===== src/rtl/blink_period_meter.sv =====
// Measures the high and low time of an external blinking level in clk cycles.
// Publishes each completed high+low pair with a one-cycle pulse and flags lock/stall.
module blink_period_meter #(
    parameter int unsigned CNT_W   = 16,
    parameter int unsigned TIMEOUT = 1000
) (
    input  logic             clk,
    input  logic             rst,
    input  logic             blink_in,
    output logic [CNT_W-1:0] high_cycles,
    output logic [CNT_W-1:0] low_cycles,
    output logic             period_valid,
    output logic             locked,
    output logic             stalled,
    output logic             stuck_level
);

    localparam logic [CNT_W-1:0] TimeoutCnt = CNT_W'(TIMEOUT);
    localparam logic [CNT_W-1:0] StallCnt   = CNT_W'(TIMEOUT - 1);

    typedef enum logic [2:0] {
        StAcquire,
        StArm,
        StMeasHigh,
        StMeasLow,
        StStall
    } state_e;

    state_e state_q, state_d;

    logic             sync1_q, sync2_q, prev_q;
    logic [CNT_W-1:0] run_cnt_q, run_cnt_d;
    logic [CNT_W-1:0] hold_high_q, hold_high_d;
    logic [CNT_W-1:0] high_q, high_d;
    logic [CNT_W-1:0] low_q, low_d;
    logic             valid_q, valid_d;
    logic             locked_q, locked_d;
    logic             stalled_q, stalled_d;
    logic             stuck_q, stuck_d;

    logic sync_level;
    logic edge_ev, rise_ev, fall_ev;

    assign sync_level = sync2_q;
    assign edge_ev    = sync_level ^ prev_q;
    assign rise_ev    = edge_ev & sync_level;
    assign fall_ev    = edge_ev & ~sync_level;

    // run_cnt counts the edge cycle as 1, so at an edge it holds the finished phase length
    always_comb begin
        run_cnt_d = run_cnt_q;
        if (edge_ev) begin
            run_cnt_d = CNT_W'(1);
        end else if (run_cnt_q != TimeoutCnt) begin
            run_cnt_d = run_cnt_q + CNT_W'(1);
        end
    end

    always_comb begin
        state_d     = state_q;
        hold_high_d = hold_high_q;
        high_d      = high_q;
        low_d       = low_q;
        valid_d     = 1'b0;
        locked_d    = locked_q;
        stalled_d   = stalled_q;
        stuck_d     = stuck_q;

        unique case (state_q)
            StAcquire: begin
                if (fall_ev) state_d = StArm;
            end
            StArm: begin
                if (rise_ev) state_d = StMeasHigh;
            end
            StMeasHigh: begin
                if (fall_ev) begin
                    hold_high_d = run_cnt_q;
                    state_d     = StMeasLow;
                end
            end
            StMeasLow: begin
                if (rise_ev) begin
                    high_d   = hold_high_q;
                    low_d    = run_cnt_q;
                    valid_d  = 1'b1;
                    locked_d = 1'b1;
                    state_d  = StMeasHigh;
                end
            end
            StStall: begin
                if (rise_ev) begin
                    stalled_d = 1'b0;
                    state_d   = StMeasHigh;
                end else if (fall_ev) begin
                    stalled_d = 1'b0;
                    state_d   = StArm;
                end
            end
            default: state_d = StAcquire;
        endcase

        // An edge in the timeout cycle wins, so only a quiet cycle can enter the stall
        if (state_q != StStall && !edge_ev && run_cnt_q == StallCnt) begin
            state_d   = StStall;
            stalled_d = 1'b1;
            stuck_d   = sync_level;
            locked_d  = 1'b0;
        end
    end

    always_ff @(posedge clk) begin
        if (rst) begin
            sync1_q     <= 1'b0;
            sync2_q     <= 1'b0;
            prev_q      <= 1'b0;
            run_cnt_q   <= CNT_W'(1);
            state_q     <= StAcquire;
            hold_high_q <= '0;
            high_q      <= '0;
            low_q       <= '0;
            valid_q     <= 1'b0;
            locked_q    <= 1'b0;
            stalled_q   <= 1'b0;
            stuck_q     <= 1'b0;
        end else begin
            sync1_q     <= blink_in;
            sync2_q     <= sync1_q;
            prev_q      <= sync_level;
            run_cnt_q   <= run_cnt_d;
            state_q     <= state_d;
            hold_high_q <= hold_high_d;
            high_q      <= high_d;
            low_q       <= low_d;
            valid_q     <= valid_d;
            locked_q    <= locked_d;
            stalled_q   <= stalled_d;
            stuck_q     <= stuck_d;
        end
    end

    assign high_cycles  = high_q;
    assign low_cycles   = low_q;
    assign period_valid = valid_q;
    assign locked       = locked_q;
    assign stalled      = stalled_q;
    assign stuck_level  = stuck_q;

endmodule


===== config.mk =====
export PLATFORM = sky130hd
export DESIGN_NAME = blink_period_meter
export DESIGN_NICKNAME = d
export VERILOG_FILES = /design/src/rtl/blink_period_meter.sv
export SDC_FILE = /design/constraint.sdc
export NUM_CORES = 1
export LEC_CHECK = 0
export BUFFER_PORTS_ARGS = -buffer_cell sky130_fd_sc_hd__buf_2
export CAP_MARGIN = 20
export CORE_MARGIN = 2
export CORE_UTILIZATION = 30
export DETAILED_ROUTE_END_ITERATION = 10
export GPL_ROUTABILITY_DRIVEN = 0
export SYNTH_ARGS = -nofsm -noshare
export SYNTH_HDL_FRONTEND = slang
export SYNTH_SLANG_ARGS = --single-unit

===== constraint.sdc =====
create_clock -name clk -period 2.9 [get_ports clk]
set_clock_uncertainty 0.2 [all_clocks]
set_input_delay 0.58 -clock clk [delete_from_list [all_inputs] [get_ports clk]]
set_output_delay 0.58 -clock clk [all_outputs]
set_load 0.02 [all_outputs]

==> flow_summary.toml, run 1 <==
[cts]
clock_path_buffers = 2
path_clk_slew_ps = 80
clockRootBuffer = "clkbuf_8"
htree_num_levels = 3
cts_sinks = 74
cts_buffers = 9
clock_latency_ps = 340
cts_setup_buffers = 0
cts_tree = "yes"
hold_buffers = 0
post_cts_resized = 0

[route]
dr.first_iter.drc_count = 84
drcViolationCount = 0
ant_nets = 0
via_count = 2339
post_drt_wl_per_cell_um = 12.7
drtPass1Iterations = 4
vias_per_cell = 4.80
routed_wl_um = 6190

[logic_synthesis]
netlist_area_sq_um = 2830
syn_nets = 348
synth-seq-cells = 74
synth-edff-count = 0
async_reset_ff_share_pct = 0
ys_types = 35
synthCells = 341
syn_avg_cell_area_sq_um = 8.30
yosys_warnings = 0
synth_ff_type = "dfxtp_1"
ys_seq_area_share_pct = 52.4

[critical_path]
path_max_fanout = 8
ff2ff_setup_slack_ps = 900
crit_path_start_kind = "flip-flop"
r2r_start = "run_cnt_q[1]$_SDFFE_PP0P_"
end_kind = "flip-flop"
reg2reg_depth = 4
worstSetupPathType = "flip-flop to flip-flop"
r2r_end = "stuck_level$_SDFFE_PP0P_"
critical_path_arrival_ps = 2030
cp.required_ps = 2930

[sta]
drv_slew = 0
rsz0062_at_grt = "false"
finalCriticalPeriod_ps = 2000
max_freq_mhz = 501
worst_pin_slew_ps = 628
setup_viol = 0
hold_viol_final = 0
min_period_over_period_pct = 68.8
relSlewSlack_pct = 58.2
finalSetupTns_ps = 0

[power_and_ir_drop]
powerDensity_nw_per_um2 = 566
power_mw = 1.86
irDropWorstVdd_mv = 0.218
p_leak_nw = 1.22

[die]
die_w_um = 101
start_util_pct = 30.8
die_h_um = 101
core.rowCount = 35
design.core.area_sq_um = 9200
die_area_sq_um = 10200
ios = 39

[cells_and_area]
synthToLayoutAreaGrowth_pct = 16.1
diodes = 0
final_cells = 487
fill_cells = 960
nets = 378
utilization_pct = 35.7
fin_area_sq_um = 3290
drive_above_1_share_pct = 16.8

[flow_run]
cap_violations = 0

[global_route]
grt_util_all_layers_pct = 12.9
grt_first_pass_wirelength_um = 10200
grt.overflow.total = 0
antenna_found_initial = 0
first_global_vias = 2083
grt_max_degree = 44

[placement]
dp_cells = 471
placed_area_sq_um = 3090
dp_hpwl_um = 4240
port_buffers = 38

[min_path]
hold_start = "sync1_q$_SDFF_PP0_"
min_path_cells = 1
whs_endpoint = "sync2_q$_SDFF_PP0_"
hp-class = "flip-flop to flip-flop"

[status]
status = "finished clean"
[flip-flops by register name (all words and copies together), names as in the netlist]
signal,flops
low_cycles,16
stuck_level,1
locked,1
state_q,3
run_cnt_q,16
high_cycles,16
sync1_q,1
stalled,1
hold_high_q,16
period_valid,1
prev_q,1
sync2_q,1
[layout by cell type, fill, tap and decap left out, drive strengths merged, types with 3 or more instances in the layout]
| cell | synthesis | routed |
|---|---|---|
| a21oi | 57 | 57 |
| buf | 4 | 41 |
| clkbuf | 18 | 10 |
| clkinv | 0 | 3 |
| dfxtp | 74 | 74 |
| ha | 4 | 4 |
| inv | 4 | 5 |
| nand2 | 103 | 103 |
| nand2b | 3 | 3 |
| nand3 | 5 | 5 |
| nand4 | 8 | 8 |
| nor2 | 12 | 12 |
| nor2b | 6 | 6 |
| nor3 | 4 | 4 |
| o21ai | 6 | 6 |
| or3 | 6 | 6 |
| xor2 | 8 | 8 |
[metal layers]
metal | wire length, um | GRT usage, % | up-vias
met5 | 0 | 0 | -
met4 | 84 | 4.68 | 0
met3 | 378 | 5.13 | 6
met2 | 2600 | 18.0 | 60
met1 | 3130 | 18.0 | 1081
li1 | - | - | 1192
[synthesized netlist by cell type (2+ instances only)]
cell type  number  area [sq um]
nand2_1       103           387
dfxtp_1        74          1480
a21oi_1        57           285
clkbuf_1       18          67.6
nor2_1         12          45.0
xor2_1          8          70.1
nand4_1         7          43.8
nor2b_1         6          37.5
o21ai_0         6          30.0
or3_1           6          37.5
ha_1            4          50.1
inv_1           4          15.0
nand3_1         4          20.0
nor3_1          4          20.0
buf_2           3          15.0
nand2b_1        3          18.8
and3b_1         2          17.5
nand3b_1        2          15.0
o32a_1          2          20.0
[worst max-delay path, cell delays in order, from the launching register on]
cell and delay (ps):
dfxtp_1 430, ha_1 350, nand4_1 160, or3_1 420, mux2_1 330
[cells by family (layout without fill, tap and decap cells)]
group	after synthesis	in the layout	share of synthesized area, %
buffers and inverters	26	61	3.71
AO/OA/AOI/OAI	66	66	12.1
AND/OR/NAND/NOR	160	160	26.5
adder cells (fa/ha/maj)	4	4	1.77
XOR/XNOR	9	9	2.79
multiplexers	2	2	0.752
flip-flops	74	74	52.4
[worst max-delay path by stage]
stage / start / end / slack, ps / cells past startpoint
CTS: run_cnt_q[0]$_SDFFE_PP1P_ / stuck_level$_SDFFE_PP0P_ / 910 / 4
floorplan: run_cnt_q[0]$_SDFFE_PP1P_ / stuck_level$_SDFFE_PP0P_ / 1000 / 5
detailed placement: run_cnt_q[0]$_SDFFE_PP1P_ / stuck_level$_SDFFE_PP0P_ / 920 / 4
global route: run_cnt_q[3]$_SDFFE_PP0P_ / run_cnt_q[15]$_SDFFE_PP0P_ / 760 / 4
finish: run_cnt_q[1]$_SDFFE_PP0P_ / stuck_level$_SDFFE_PP0P_ / 900 / 4
global placement: rst / run_cnt_q[6]$_SDFFE_PP0P_ / 980 / 3
[metrics by stage]
step	setup slack, ps	hold slack (ps)
finish	905	241
global placement	979	237
floorplan	1000	214
global route	760	255
CTS	908	242
detailed placement	923	226
[area by class of cell]
cell class / count / area (sq um) / share of cell area (%)
timing repair buffer: 41 / 213 / 6.47
sequential: 74 / 1480 / 45.1
tap: 111 / 139 / 4.23
multi-input combinational: 241 / 1240 / 37.9
clock inverter: 6 / 65.1 / 1.98
inverter: 4 / 15.0 / 0.457
clock buffer: 10 / 128 / 3.88
[power breakdown]
part           internal, mW  switching (mW)
Clock                 0.399           0.379
Combinational        0.0163          0.0346
Sequential             1.02          0.0101
Total                  1.44           0.424
(Power assumes the default switching activity.)
==> inputs of run 2 (changes only) <==
==> constraint.sdc (replaced) <==
create_clock -name clk -period 1.9 [get_ports clk]
set_clock_uncertainty 0.2 [all_clocks]
set_input_delay 0.38 -clock clk [delete_from_list [all_inputs] [get_ports clk]]
set_output_delay 0.38 -clock clk [all_outputs]
set_load 0.02 [all_outputs]
==> run 2 against run 1 <==
Net effect: count of clock-buffer cells in the layout down 1; register-to-register slack worse by 840 ps; cell count is 4.5% higher; clock power grew 47%; first-iteration DRC count grew 37%; die area is the same; setup slack got worse by 840 ps; largest cell class unchanged; sequential cell count unchanged; wire length grew 3.1%.
==> flow_summary.toml, run 2 (same netlist as run 1, synthesis figures left out) <==
[critical_path]
worstSetupPathType = "flip-flop to flip-flop"
path_max_fanout = 6
cp.required_ps = 1990
end_kind = "flip-flop"
crit_path_start_kind = "flip-flop"
critical_path_arrival_ps = 1920

[power_and_ir_drop]
seqPwrFrac_pct = 56.1
p_leak_nw = 1.33
pwr-share-clk_pct = 40.6
powerDensity_nw_per_um2 = 811
irDropWorstVdd_mv = 0.267
combPwrFrac_pct = 3.3
power.internal_mw = 2.09
switching_share_pct = 25.5
power_mw = 2.81
power_switching_mw = 0.717

[global_route]
first_global_vias = 2221
grt_max_degree = 29
grt_first_pass_wirelength_um = 10900
antenna_found_initial = 0
grt_util_all_layers_pct = 13.7
grt.overflow.total = 0

[sta]
drv_slew = 0
relSlewSlack_pct = 74.1
hold_viol_final = 0
min_period_over_period_pct = 96.5
setup_viol = 0
rsz0062_at_grt = "false"
finalSetupTns_ps = 0
worst_pin_slew_ps = 385
layout_setup_ws_ps = 66.9
finalCriticalPeriod_ps = 1830
max_freq_mhz = 546

[cts]
path_clk_slew_ps = 90
cts_buffers = 9
cts_setup_buffers = 0
clock_path_buffers = 2
cts_sinks = 74
htree_num_levels = 3
cts_tree = "yes"
hold_buffers = 0
clock_latency_ps = 360
clockRootBuffer = "clkbuf_8"

[placement]
dp_slack_ps = 37.0
dp_hpwl_um = 4430
placed_area_sq_um = 3260
port_buffers = 38

[cells_and_area]
multiInputGateArea_sq_um = 1260
fin_area_sq_um = 3460
fill_cells = 972
diodes = 0
final_cell_mix = "103 x nand2_1, 71 x dfxtp_1, 57 x a21oi_1"
nets = 400
drive_above_1_share_pct = 23.1
synthToLayoutAreaGrowth_pct = 22.5
ff_latch_area_sq_um = 1490
final_common_cell = "nand2_1"

[min_path]
hp-class = "primary input to flip-flop"

[route]
routed_wl_um = 6380
drtPass1Iterations = 4
post_drt_wl_per_cell_um = 12.5
drcViolationCount = 0
via_count = 2390
dr.first_iter.drc_count = 115
ant_nets = 0
vias_per_cell = 4.70

[die]
start_util_pct = 30.8
die_area_sq_um = 10200
core.rowCount = 35
die_w_um = 101
ios = 39
die_h_um = 101
design.core.area_sq_um = 9200

[status]
status = "finished clean"

[flow_run]
cap_violations = 0
[run 2: cell types whose count changed in the layout (fill, tap and decap cells not counted), moves of 2 or more]
cell	before	now
buf_4	3	25
dfxtp_1	74	71
dfxtp_2	0	3
clkinv_2	2	0
inv_6	1	4
[run 2: stage by stage]
| step | cells | hold WS (ps) | util [%] |
|---|---|---|---|
| finish | 509 | 36.7 | 37.7 |
| CTS | 509 | 27.5 | 37.4 |
| floorplan | 341 | 214 | - |
| global route | 509 | 26.4 | 37.7 |
| global placement | 493 | 241 | 35.4 |
| detailed placement | 493 | 244 | 35.4 |
[run 2: cell type report]
class | count | share of cell area, %
sequential | 74 | 42.9
multi-input combinational | 241 | 36.5
timing repair buffer | 63 | 10.9
tap | 111 | 4.01
clock buffer | 9 | 3.58
clock inverter | 7 | 1.70
inverter | 4 | 0.433
[run 2: worst paths after layout]
path	endpoint	start	cells past startpoint	slack, ps
max	run_cnt_q[15]$_SDFFE_PP0P_	run_cnt_q[4]$_SDFFE_PP0P_	4	70
min	sync1_q$_SDFF_PP0_	blink_in	2	40
max reg2reg	run_cnt_q[15]$_SDFFE_PP0P_	run_cnt_q[4]$_SDFFE_PP0P_	4	70
min reg2reg	sync2_q$_SDFF_PP0_	sync1_q$_SDFF_PP0_	1	250
[run 2: repair_timing]
item,in CTS,in global routing
gates resized for setup,0,7
endpoints found under the setup margin,0,2
endpoints found under the hold margin,0,0
[run 2: critical path: stages (launching register included)]
cell	delay [ps]
dfxtp_1	470
and3_1	300
nand3_2	150
or4_1	490
a21oi_1	170
[run 2: routing by layer]
layer | GRT usage [%] | vias up | share of wire [%]
li1 | - | 1237 | -
met1 | 19.0 | 1091 | 51
met2 | 20.0 | 53 | 43
met3 | 3.47 | 9 | 4.8
met4 | 6.55 | 0 | 1.8
met5 | 0 | - | 0
[run 2: power by group through the flow]
stage          Clock, mW  Sequential (mW)  Combinational [mW]
2_1_floorplan          0             1.61              0.0601
3_3_place_gp           0             1.61              0.0926
3_5_place_dp           0             1.61              0.0945
4_1_cts             1.18             1.57              0.0947
5_1_grt             1.25             1.58               0.104
6_report            1.14             1.58              0.0937
==> inputs of run 3 (changes only) <==
--- a/config.mk
+++ b/config.mk
@@ -11,6 +11,7 @@
 export CORE_UTILIZATION = 30
 export DETAILED_ROUTE_END_ITERATION = 10
 export GPL_ROUTABILITY_DRIVEN = 0
+export REMOVE_ABC_BUFFERS = 1
 export SYNTH_ARGS = -nofsm -noshare
 export SYNTH_HDL_FRONTEND = slang
 export SYNTH_SLANG_ARGS = --single-unit
==> run 3 against run 2 <==
Net effect: fmax grew 2.7%; setup slack better by 48 ps; highest routed layer unchanged; count of clock-buffer cells in the layout is 3 higher; sequential power is essentially flat; critical path depth up 1; non-clock buffer count increased by 1; sequential share of layout area down 0.21 points; global-route usage down 1.2 points; sequential cell count is the same; register-to-register slack better by 50 ps.
==> flow_summary.toml, run 3 (same netlist as run 1, synthesis figures left out) <==
[status]
status = "finished clean"

[cts]
cts_tree = "yes"
clockRootBuffer = "clkbuf_8"
post_cts_resized = 0
cts_sinks = 74
clock_path_buffers = 2
hold_buffers = 0
cts_setup_buffers = 0
path_clk_slew_ps = 70
clock_latency_ps = 340
cts_buffers = 9
htree_num_levels = 3

[sta]
min_period_over_period_pct = 93.9
worst_pin_slew_ps = 458
max_freq_mhz = 560
rsz0062_at_grt = "false"
finalCriticalPeriod_ps = 1780
layout_setup_ws_ps = 115
relSlewSlack_pct = 69.2
drv_slew = 0
holdWs_ps = 46.1
hold_viol_final = 0
setup_viol = 0

[route]
drcViolationCount = 0
vias_per_cell = 4.62
via_count = 2351
dr.first_iter.drc_count = 97
ant_nets = 0
post_drt_wl_per_cell_um = 12.0
drtPass1Iterations = 4
routed_wl_um = 6080

[cells_and_area]
final_cells = 509
diodes = 0
final_common_cell = "nand2_1"
fill_cells = 965
synthToLayoutAreaGrowth_pct = 22.9
ff_latch_area_sq_um = 1480
final_cell_mix = "103 x nand2_1, 73 x dfxtp_1, 57 x a21oi_1"
drive_above_1_share_pct = 22.4
nets = 401
multiInputGateArea_sq_um = 1270
fin_area_sq_um = 3480

[critical_path]
end_kind = "flip-flop"
worstSetupPathType = "flip-flop to flip-flop"
critical_path_arrival_ps = 1810
cp.required_ps = 1920
path_max_fanout = 3
reg2reg_depth = 5
crit_path_start_kind = "flip-flop"

[power_and_ir_drop]
power_mw = 2.83
powerDensity_nw_per_um2 = 815
p_leak_nw = 1.35
irDropWorstVdd_mv = 0.448

[global_route]
first_global_vias = 2229
antenna_found_initial = 0
grt_first_pass_wirelength_um = 10100
grt_max_degree = 32
grt.overflow.total = 0
grt_util_all_layers_pct = 12.5

[placement]
placed_area_sq_um = 3270
port_buffers = 38
dp_hpwl_um = 4360
dp_cells = 494
dp_slack_ps = 23.2

[min_path]
min_path_cells = 2
hp-class = "primary input to flip-flop"

[die]
die_area_sq_um = 10200
start_util_pct = 30.8
core.rowCount = 35
die_w_um = 101
ios = 39
design.core.area_sq_um = 9200
die_h_um = 101

[flow_run]
cap_violations = 0
[run 3: cell count changes in the layout (fill, tap and decap cells not counted), moves of 2 or more]
cell | before | now
clkinv_2 | 0 | 2
clkbuf_1 | 0 | 2
clkinvlp_4 | 2 | 0
dfxtp_2 | 3 | 1
inv_6 | 4 | 0
dfxtp_1 | 71 | 73
[run 3: worst paths after layout]
check                                                end  slack (ps)          startpoint
worst max register to register  stuck_level$_SDFFE_PP0P_         120  sync2_q$_SDFF_PP0_
worst min-delay path                  sync1_q$_SDFF_PP0_          50            blink_in
worst min register to register        sync2_q$_SDFF_PP0_         240  sync1_q$_SDFF_PP0_
worst max-delay path            stuck_level$_SDFFE_PP0P_         120  sync2_q$_SDFF_PP0_
[run 3: routing by layer]
metal	wire (um)	share of wire [%]	global-route usage (%)	up-vias
met5	0	0	0	-
met3	311	5.1	4.51	8
met2	2760	45	20.3	46
met1	2960	49	15.5	1058
met4	59	0.97	4.16	0
li1	-	-	-	1239
[run 3: report_power, final]
part | internal [mW] | switching [mW] | leakage [nW]
sequential | 1.56 | 0.0129 | 0.597
clock | 0.632 | 0.527 | 0.0962
combinational | 0.0393 | 0.0583 | 0.652
total | 2.23 | 0.599 | 1.35
[run 3: worst max-delay path, cell delays in order (launching register included)]
cell and delay [ps]:
dfxtp_2 350, inv_2 60, ha_4 260, nand4_1 90
or3_4 400, mux2_1 310
[run 3: per-stage QoR]
stage	util, %	setup TNS (ps)
after floorplan	-	-10050
after global routing	37.8	0
after CTS	37.5	0
after global placement	35.5	0
final	37.8	0
after detailed placement	35.5	0
[run 3: final cells by class]
type	count	share of cell area [%]
sequential	74	42.7
inverter	4	0.432
clock inverter	3	1.15
tap	111	4.00
clock buffer	12	4.18
multi-input combinational	241	36.5
timing repair buffer	64	11.1
